==> config.mk <==
export PLATFORM = sky130hd
export DESIGN_NAME = log_dump_reader
export DESIGN_NICKNAME = d
export VERILOG_FILES = /design/src/rtl/log_dump_reader_pkg.sv /design/src/rtl/log_dump_reader_word_serializer.sv /design/src/rtl/log_dump_reader.sv
export SDC_FILE = /design/constraint.sdc
export NUM_CORES = 1
export LEC_CHECK = 0
export ABC_AREA = 1
export CAP_MARGIN = 20
export CORE_MARGIN = 2
export CORE_UTILIZATION = 56
export DETAILED_ROUTE_END_ITERATION = 12
export PLACE_DENSITY = 0.94
export SYNTH_ARGS = -nofsm -noshare
export SYNTH_HDL_FRONTEND = slang
export SYNTH_HIERARCHICAL = 1
export SYNTH_SLANG_ARGS = --single-unit
==> constraint.sdc <==
create_clock -name clk -period 4.2 [get_ports clk]
set_clock_uncertainty 0.05 [all_clocks]
set_input_delay 0.84 -clock clk [delete_from_list [all_inputs] [get_ports clk]]
set_output_delay 0.84 -clock clk [all_outputs]
set_load 0.01 [all_outputs]
==> src/rtl/log_dump_reader_pkg.sv <==
// Shared definitions for the log dump reader: FSM states and sizing helpers.
package log_dump_reader_pkg;

  typedef enum logic [2:0] {
    S_IDLE = 3'd0,
    S_READ = 3'd1,
    S_WAIT = 3'd2,
    S_SEND = 3'd3,
    S_DONE = 3'd4
  } state_t;

  // Number of bits needed to represent value (0 -> 0, 1 -> 1, 1023 -> 10).
  function automatic int clogb2(input int value);
    int v;
    int r;
    v = value;
    r = 0;
    while (v > 0) begin
      r++;
      v = v >> 1;
    end
    return r;
  endfunction

  // Bytes per log word once zero-extended to a byte multiple.
  function automatic int num_bytes(input int width);
    return (width + 7) / 8;
  endfunction

  localparam int DEF_RAM_WIDTH = 18;
  localparam int DEF_NB        = num_bytes(DEF_RAM_WIDTH);

endpackage

==> src/rtl/log_dump_reader_word_serializer.sv <==
// Holds one zero-extended log word and hands it out MSB byte first over valid/ready.
module log_dump_reader_word_serializer
  import log_dump_reader_pkg::*;
#(
  parameter int NB = DEF_NB
)(
  input  logic            clk,
  input  logic            reset,
  input  logic            i_load,
  input  logic [8*NB-1:0] i_word,
  input  logic            i_ready,
  output logic [7:0]      o_byte,
  output logic            o_valid,
  output logic            o_last_acc
);

  localparam int WORD_W = 8 * NB;
  localparam int IDX_W  = (NB > 1) ? clogb2(NB - 1) : 1;

  logic [WORD_W-1:0] r_sh;
  logic [IDX_W-1:0]  r_idx;
  logic              r_valid;

  // Load a fresh word, then shift one byte out per accepted handshake; the
  // shifted-in zeros leave o_byte at 0 once the word is exhausted.
  always_ff @(posedge clk or posedge reset) begin
    if (reset) begin
      r_sh    <= '0;
      r_idx   <= '0;
      r_valid <= 1'b0;
    end else if (i_load) begin
      r_sh    <= i_word;
      r_idx   <= '0;
      r_valid <= 1'b1;
    end else if (r_valid && i_ready) begin
      r_sh <= r_sh << 8;
      if (r_idx == IDX_W'(NB - 1)) r_valid <= 1'b0;
      else                         r_idx   <= r_idx + 1'b1;
    end
  end

  assign o_byte     = r_sh[WORD_W-1 -: 8];
  assign o_valid    = r_valid;
  assign o_last_acc = r_valid && i_ready && (r_idx == IDX_W'(NB - 1));

endmodule

==> src/rtl/log_dump_reader.sv <==
// Sweeps the full capture log once the logger is full and streams every word
// out as bytes (MSB first) on a valid/ready byte interface.
module log_dump_reader
  import log_dump_reader_pkg::*;
#(
  parameter int RAM_WIDTH    = 18,
  parameter int RAM_DEPTH    = 1024,
  parameter int READ_LATENCY = 2
)(
  input  logic                              clk,
  input  logic                              reset,
  input  logic                              i_start_dump,
  input  logic                              i_mem_full,
  output logic                              o_read_log,
  output logic [clogb2(RAM_DEPTH-1)-1:0]    o_addr_log_to_mem,
  input  logic [RAM_WIDTH-1:0]              i_data_log_from_mem,
  output logic [7:0]                        o_byte,
  output logic                              o_byte_valid,
  input  logic                              i_byte_ready,
  output logic                              o_busy,
  output logic                              o_done
);

  localparam int ADDR_W = clogb2(RAM_DEPTH - 1);
  localparam int NB     = num_bytes(RAM_WIDTH);
  localparam int WORD_W = 8 * NB;
  localparam int LAT_W  = clogb2(READ_LATENCY);

  state_t            r_state;
  logic [ADDR_W-1:0] r_addr;
  logic [LAT_W-1:0]  r_lat;
  logic              r_read;
  logic              r_busy;
  logic              r_done;

  logic              w_load;
  logic              w_last_acc;
  logic [WORD_W-1:0] w_word;

  // The read data is valid in the last WAIT cycle; capture it on that edge.
  assign w_load = (r_state == S_WAIT) && (r_lat == LAT_W'(READ_LATENCY - 1));
  assign w_word = WORD_W'(i_data_log_from_mem);

  log_dump_reader_word_serializer #(.NB(NB)) u_ser (
    .clk        (clk),
    .reset      (reset),
    .i_load     (w_load),
    .i_word     (w_word),
    .i_ready    (i_byte_ready),
    .o_byte     (o_byte),
    .o_valid    (o_byte_valid),
    .o_last_acc (w_last_acc)
  );

  // Dump sequencer: read a word, wait out the BRAM latency, drain it, advance.
  always_ff @(posedge clk or posedge reset) begin
    if (reset) begin
      r_state <= S_IDLE;
      r_addr  <= '0;
      r_lat   <= '0;
      r_read  <= 1'b0;
      r_busy  <= 1'b0;
      r_done  <= 1'b0;
    end else begin
      unique case (r_state)
        S_IDLE: begin
          if (i_start_dump && i_mem_full) begin
            r_state <= S_READ;
            r_addr  <= '0;
            r_read  <= 1'b1;
            r_busy  <= 1'b1;
          end
        end
        S_READ: begin
          r_state <= S_WAIT;
          r_lat   <= '0;
        end
        S_WAIT: begin
          if (w_load) begin
            r_state <= S_SEND;
            r_read  <= 1'b0;
          end else begin
            r_lat <= r_lat + 1'b1;
          end
        end
        S_SEND: begin
          if (w_last_acc) begin
            if (r_addr == ADDR_W'(RAM_DEPTH - 1)) begin
              r_state <= S_DONE;
              r_busy  <= 1'b0;
              r_done  <= 1'b1;
            end else begin
              r_state <= S_READ;
              r_addr  <= r_addr + 1'b1;
              r_read  <= 1'b1;
            end
          end
        end
        S_DONE: begin
          r_state <= S_IDLE;
          r_done  <= 1'b0;
        end
        default: begin
          r_state <= S_IDLE;
          r_read  <= 1'b0;
          r_busy  <= 1'b0;
          r_done  <= 1'b0;
        end
      endcase
    end
  end

  assign o_read_log        = r_read;
  assign o_addr_log_to_mem = r_addr;
  assign o_busy            = r_busy;
  assign o_done            = r_done;

endmodule

## After elaboration in Yosys (flattened, before gate mapping)

Index checks and enable logic that the tools add are counted.
W data, S select, Z words.

- Flip-flop bits (word level): 45
- Input port bits: 23
- Output and inout port bits: 22
- Logic and storage cells: 79

- Add/sub/neg operators: 3
- Eq/ne operators: 14
- Mux-type cells: 30
- Bitwise logic cells: 3
- Reduce and logical (&&, ||, !) cells: 20

Operator list:

| cell | number |
|---|---|
| $mux W24 | 2 |
| $mux W10 | 3 |
| $pmux W10 S2 | 1 |
| $mux W3 | 4 |
| $pmux W3 S4 | 1 |
| $mux W1 | 11 |
| $add A10 B1 Y10 const B | 1 |
| $eq A10 B10 Y1 const B | 1 |
| $mux W2 | 4 |
| $ne A2 B2 Y1 const B | 4 |
| $reduce_and A4 Y1 | 2 |
| $reduce_bool A2 Y1 | 4 |
| $eq A3 B2 Y1 const B | 2 |
| $ne A2 B1 Y1 const B | 3 |
| $reduce_and A2 Y1 | 3 |
| $reduce_and A3 Y1 | 2 |
| $reduce_or A3 Y1 | 2 |
| $reduce_and A5 Y1 | 1 |
| $add A2 B1 Y2 const B | 2 |
| $logic_and A1 B1 Y1 | 4 |
| $pmux W1 S4 | 1 |
| $pmux W2 S2 | 1 |
| $eq A3 B1 Y1 const B | 1 |
| $eq A3 B3 Y1 const B | 1 |
| other kinds (7) | 9 |

## Longest topological paths before layout

- Word-level depth: 4
- Depth in mapped cells: 12
- Mapped depth without buffers: 12

## Cells and area by module

Netlist, hierarchy kept.

By module, submodules not included:

| module | instances | cells each | area each (µm²) | sequential area each (µm²) |
|---|---|---|---|---|
| log_dump_reader_word_serializer | 1 | 156 | 1331.3 | 675.6 |
| log_dump_reader | 1 | 153 | 1091.0 | 450.4 |

## Worst setup path after synthesis

OpenSTA, ideal clock, no wires.

- Path type: input-to-reg
- Start: in i_byte_ready
- End: reg r_addr[2] (netlist: o_addr_log_to_mem[2])
- Library setup time: 0.121 ns
- Data arrival time: 1.761 ns
- Required time: 4.029 ns
- Slack: 2.268 ns
- Cell stages on the path: 11
- Buffers on the path: 2
- Cell sequence: nand2_4 -> buf_2 -> nor2_1 -> inv_1 -> nand2_4 -> nand2_4 -> nor2_2 -> nand2_2 -> buf_6 -> nand2_1 -> o21ai_1

- Word-level cells in the longest chain between the ends: 4

RTL lines:

| what | line | source |
|---|---|---|
| start: declaration | log_dump_reader.sv:19 | `input logic i_byte_ready,` |
| $logic_and A1 B1 Y1 (2 in a row) | log_dump_reader_word_serializer.sv:44 | `assign o_last_acc = r_valid && i_ready && (r_idx == IDX_W'(NB - 1));` |
| named net w_last_acc | log_dump_reader.sv:37 | `logic w_last_acc;` |
| $ne A2 B1 Y1 (no line) | -- |  |
| $reduce_and A4 Y1 (no line) | -- |  |
| end signal: assignment | log_dump_reader.sv:94 | `r_addr <= r_addr + 1'b1;` |
| end: declaration | log_dump_reader.sv:30 | `logic [ADDR_W-1:0] r_addr;` |

The timed path passes the listed nets, and every way through them passes these cells.
A chain may end at the register's enable or synchronous reset.

## Worst setup path after layout

- Start: reg r_addr[0] (netlist: o_addr_log_to_mem[0])
- End: out o_addr_log_to_mem[0]

RTL lines:

| what | line | source |
|---|---|---|
| end: declaration | log_dump_reader.sv:15 | `output logic [clogb2(RAM_DEPTH-1)-1:0] o_addr_log_to_mem,` |

No word-level cell between the ends.

==> impl_metrics.py <==
metrics = {
    "run_status": {
        "status": "finished clean",
    },
    "synthesis": {
        "synth_area_leaders": "dfrtp_1 46%, nand3_1 15%, nand2_1 14%",
        "synth_compound_area_share_pct": 3.46,
        "synth_commonest_cells": "89 x nand2_1, 74 x nand3_1, 45 x dfrtp_1",
        "ys_seq_area_share_pct": 46.5,
        "synth.most_common_cell": "nand2_1",
        "synthXorXnorAreaFrac_pct": 1.08,
        "synth_top_cell_by_area": "dfrtp_1",
        "synth_flop_cell": "dfrtp_1",
        "syn_area_sq_um": 2420,
        "synth.avg_cell_area_sq_um": 7.84,
        "syn_inst": 309,
        "synth-edff-count": 0,
        "synth_top_family_by_area": "simple AND/OR/NAND/NOR gates",
        "yosys.area.top_type_share_pct": 46.5,
        "synth_cell_type_count": 24,
        "ys.warnings.count": 6,
        "synth_fa_ha_area_share_pct": 1.55,
        "synthSimpleGateAreaFrac_pct": 36.9,
        "synth.area.mux_share_pct": 0,
        "synth_seq_cells": 45,
        "async_reset_ff_share_pct": 100,
    },
    "placed_design": {
        "place_inst": 389,
        "place_area_sq_um": 2800,
        "gp_congestion": 0.879,
        "dp_hpwl_microns": 3520,
        "io_buffers": 44,
    },
    "grt": {
        "track_usage_pct": 22.8,
        "use_met2_pct": 40.0,
        "antenna_found_initial": 0,
        "use_met1_pct": 28.2,
        "grt_pass1_vias": 2078,
        "grt_pass1_wl_microns": 9030,
        "grt_max_degree": 42,
        "top_usage_layer": "met2",
        "grt_overflow": 0,
        "use_met3_pct": 5.23,
    },
    "min_path": {
        "hold_class": "flop to flop",
    },
    "clock_network": {
        "clock_latency_ns": 0.30,
        "clkSinkCount": 45,
        "post_cts_resized": 0,
        "clkTransAtPathRegs_ns": 0.08,
        "cts_buffer_depth": 2,
        "root_buffer": "clkbuf_8",
        "cts_max_level": 2,
        "ctsHoldBuffers": 0,
        "cts_tree": "built",
        "post_cts.repair.setup_buffers": 0,
        "numCtsBuffers": 5,
    },
    "critical_path": {
        "critical_path.top_delay_family": "buffers and inverters",
        "start_kind": "flop",
        "crit_slowest_cell": "clkdlybuf4s50_1",
        "worstPathRequired_ns": 3.31,
        "critical_path_depth": 1,
        "path_cells": "clkdlybuf4s50_1",
        "reg2regPathDepth": 9,
        "reg2reg_from": "r_state[0]",
        "rrSetupSlack_ns": 2.17,
        "slowest_delay_ns": 0.60,
        "crit_path_max_fanout": 8,
        "cp-end-kind": "output port",
        "arrival_ns": 1.39,
        "path_class": "flop to output port",
        "path_buf_inv": 1,
        "r2r-end": "u_ser/r_idx[0]",
        "critPathLaunch": "o_addr_log_to_mem[0]",
        "crit_end": "o_addr_log_to_mem[0]",
    },
    "sta": {
        "slew_headroom_pct": 54.9,
        "rsz0062_at_grt": "false",
        "fin_crit_ns": 2.28,
        "drv_slew": 0,
        "setup_violations": 0,
        "max_freq_mhz": 439,
        "worstMarginPinSlew_ns": 0.676,
        "finalHoldViolations": 0,
        "fin_crit_sh_pct": 54.3,
        "setup_tns_ns": 0,
    },
    "finish": {
        "nets": 373,
        "layout-drive-gt1-share_pct": 8.05,
        "syn2layout_area_growth_pct": 21.1,
        "final_area_sq_um": 2930,
        "final_cell_count_no_fill": 398,
        "diodes": 0,
    },
    "floorplanning": {
        "dieArea_sq_um": 4870,
        "start_util_pct": 59.3,
        "core_sq_um": 4090,
        "die_w_microns": 69.8,
        "io_pins": 45,
        "num_rows": 23,
        "die_y_microns": 69.8,
    },
    "routing": {
        "wl_microns": 5300,
        "drc": 0,
        "drtAntennaViolNets": 0,
        "avgViaCountPerCell": 5.41,
        "drt_pass1_iterations": 4,
        "wl_per_cell_microns": 13.3,
        "vias": 2153,
        "drtIter0Drc": 226,
    },
    "pwr": {
        "peakVddDrop_mv": 0.336,
        "p_total_uw": 1710,
        "power.internal_uw": 1040,
        "combPwrFrac_pct": 41.0,
        "swShare_pct": 39.2,
        "p_leak_uw": 0.00142,
        "clock_power_share_pct": 19.8,
        "power_density_nw_per_um2": 585,
        "power.switching_uw": 672,
        "seqPwrFrac_pct": 39.3,
    },
    "job": {
        "max_cap_viol_count": 0,
    },
}
worst register-to-register path, stage by stage, from the launching register on:
cell and delay (ns):
dfrtp_1 0.48, nor2_1 0.26, nand2_1 0.13, nor2_2 0.09, buf_4 0.30, inv_4 0.23, nand2_1 0.18, nand2_2 0.07
nand2_1 0.07, nand2_1 0.06
through the flow:
| step | utilization (%) | worst slack, ns | hold WS (ns) |
|---|---|---|---|
| 3_5_place_dp | 68.6 | 1.63 | 0.415 |
| 6_report | 71.8 | 1.92 | 0.438 |
| 5_1_grt | 71.8 | 1.79 | 0.460 |
| 2_1_floorplan | - | 2.27 | 0.395 |
| 4_1_cts | 71.4 | 1.92 | 0.443 |
| 3_3_place_gp | 68.6 | 1.70 | 0.416 |
cells by family (layout without fill, tap and decap cells):
kind of cell,after synthesis,in the layout
AND/OR/NAND/NOR,196,196
flip-flops,45,45
buffers and inverters,45,79
AO/OA/AOI/OAI,16,16
adder cells (fa/ha/maj),3,3
XOR/XNOR,3,3
other,1,6
layout make-up:
class	instances	area [sq um]
Clock buffer	7	86.3
Timing Repair Buffer	46	463
Multi-Input combinational cell	224	1070
Inverter	25	98.8
Clock inverter	1	30.0
Tap cell	50	62.6
Fill cell	325	1150
Sequential cell	45	1130
power groups by stage:
| stage | Sequential, uW | Combinational, uW | Clock (uW) |
|---|---|---|---|
| 2_1_floorplan | 658 | 554 | 0 |
| 3_3_place_gp | 673 | 664 | 0 |
| 3_5_place_dp | 675 | 687 | 0 |
| 4_1_cts | 671 | 700 | 342 |
| 5_1_grt | 691 | 782 | 364 |
| 6_report | 673 | 703 | 339 |
per-layer routing:
metal | up-vias | part of all wire [%]
li1 | 1068 | -
met1 | 1003 | 44
met4 | 0 | 1.1
met3 | 8 | 5.1
met2 | 74 | 50
met5 | - | 0
how the worst min path moves through the flow:
stage,startpoint,end,depth (start not counted)
after floorplan,u_ser/r_idx[1],u_ser/r_idx[1],2
after global placement,o_read_log,o_read_log,2
after detailed placement,o_busy,o_busy,2
after CTS,u_ser/r_idx[1],u_ser/r_idx[1],2
after global routing,o_read_log,o_read_log,2
final,o_done,o_done,2
sequential cells by signal (all words and copies together), names as in the netlist:
name	flops
o_addr_log_to_mem	10
o_busy	1
o_done	1
o_read_log	1
r_lat	2
r_state	3
u_ser/o_valid	1
u_ser/r_idx	2
u_ser/r_sh	24
layout by cell type (no fill, tap or decap), types with 2 or more instances in the layout:
cell,synthesis,layout
nand2_1,89,89
nand3_1,74,74
dfrtp_1,45,45
clkdlybuf4s50_1,0,44
inv_1,19,19
nor2_1,17,16
o21ai_1,8,8
clkbuf_8,0,6
conb_1,1,6
nand2_4,4,4
nor2_2,3,4
inv_2,4,4
nand4_1,4,4
o21ai_0,4,4
nand2_2,3,3
xor2_1,3,3
ha_1,3,3
a21oi_1,2,2
inv_4,2,2
Power figures use the tool's default switching activity.
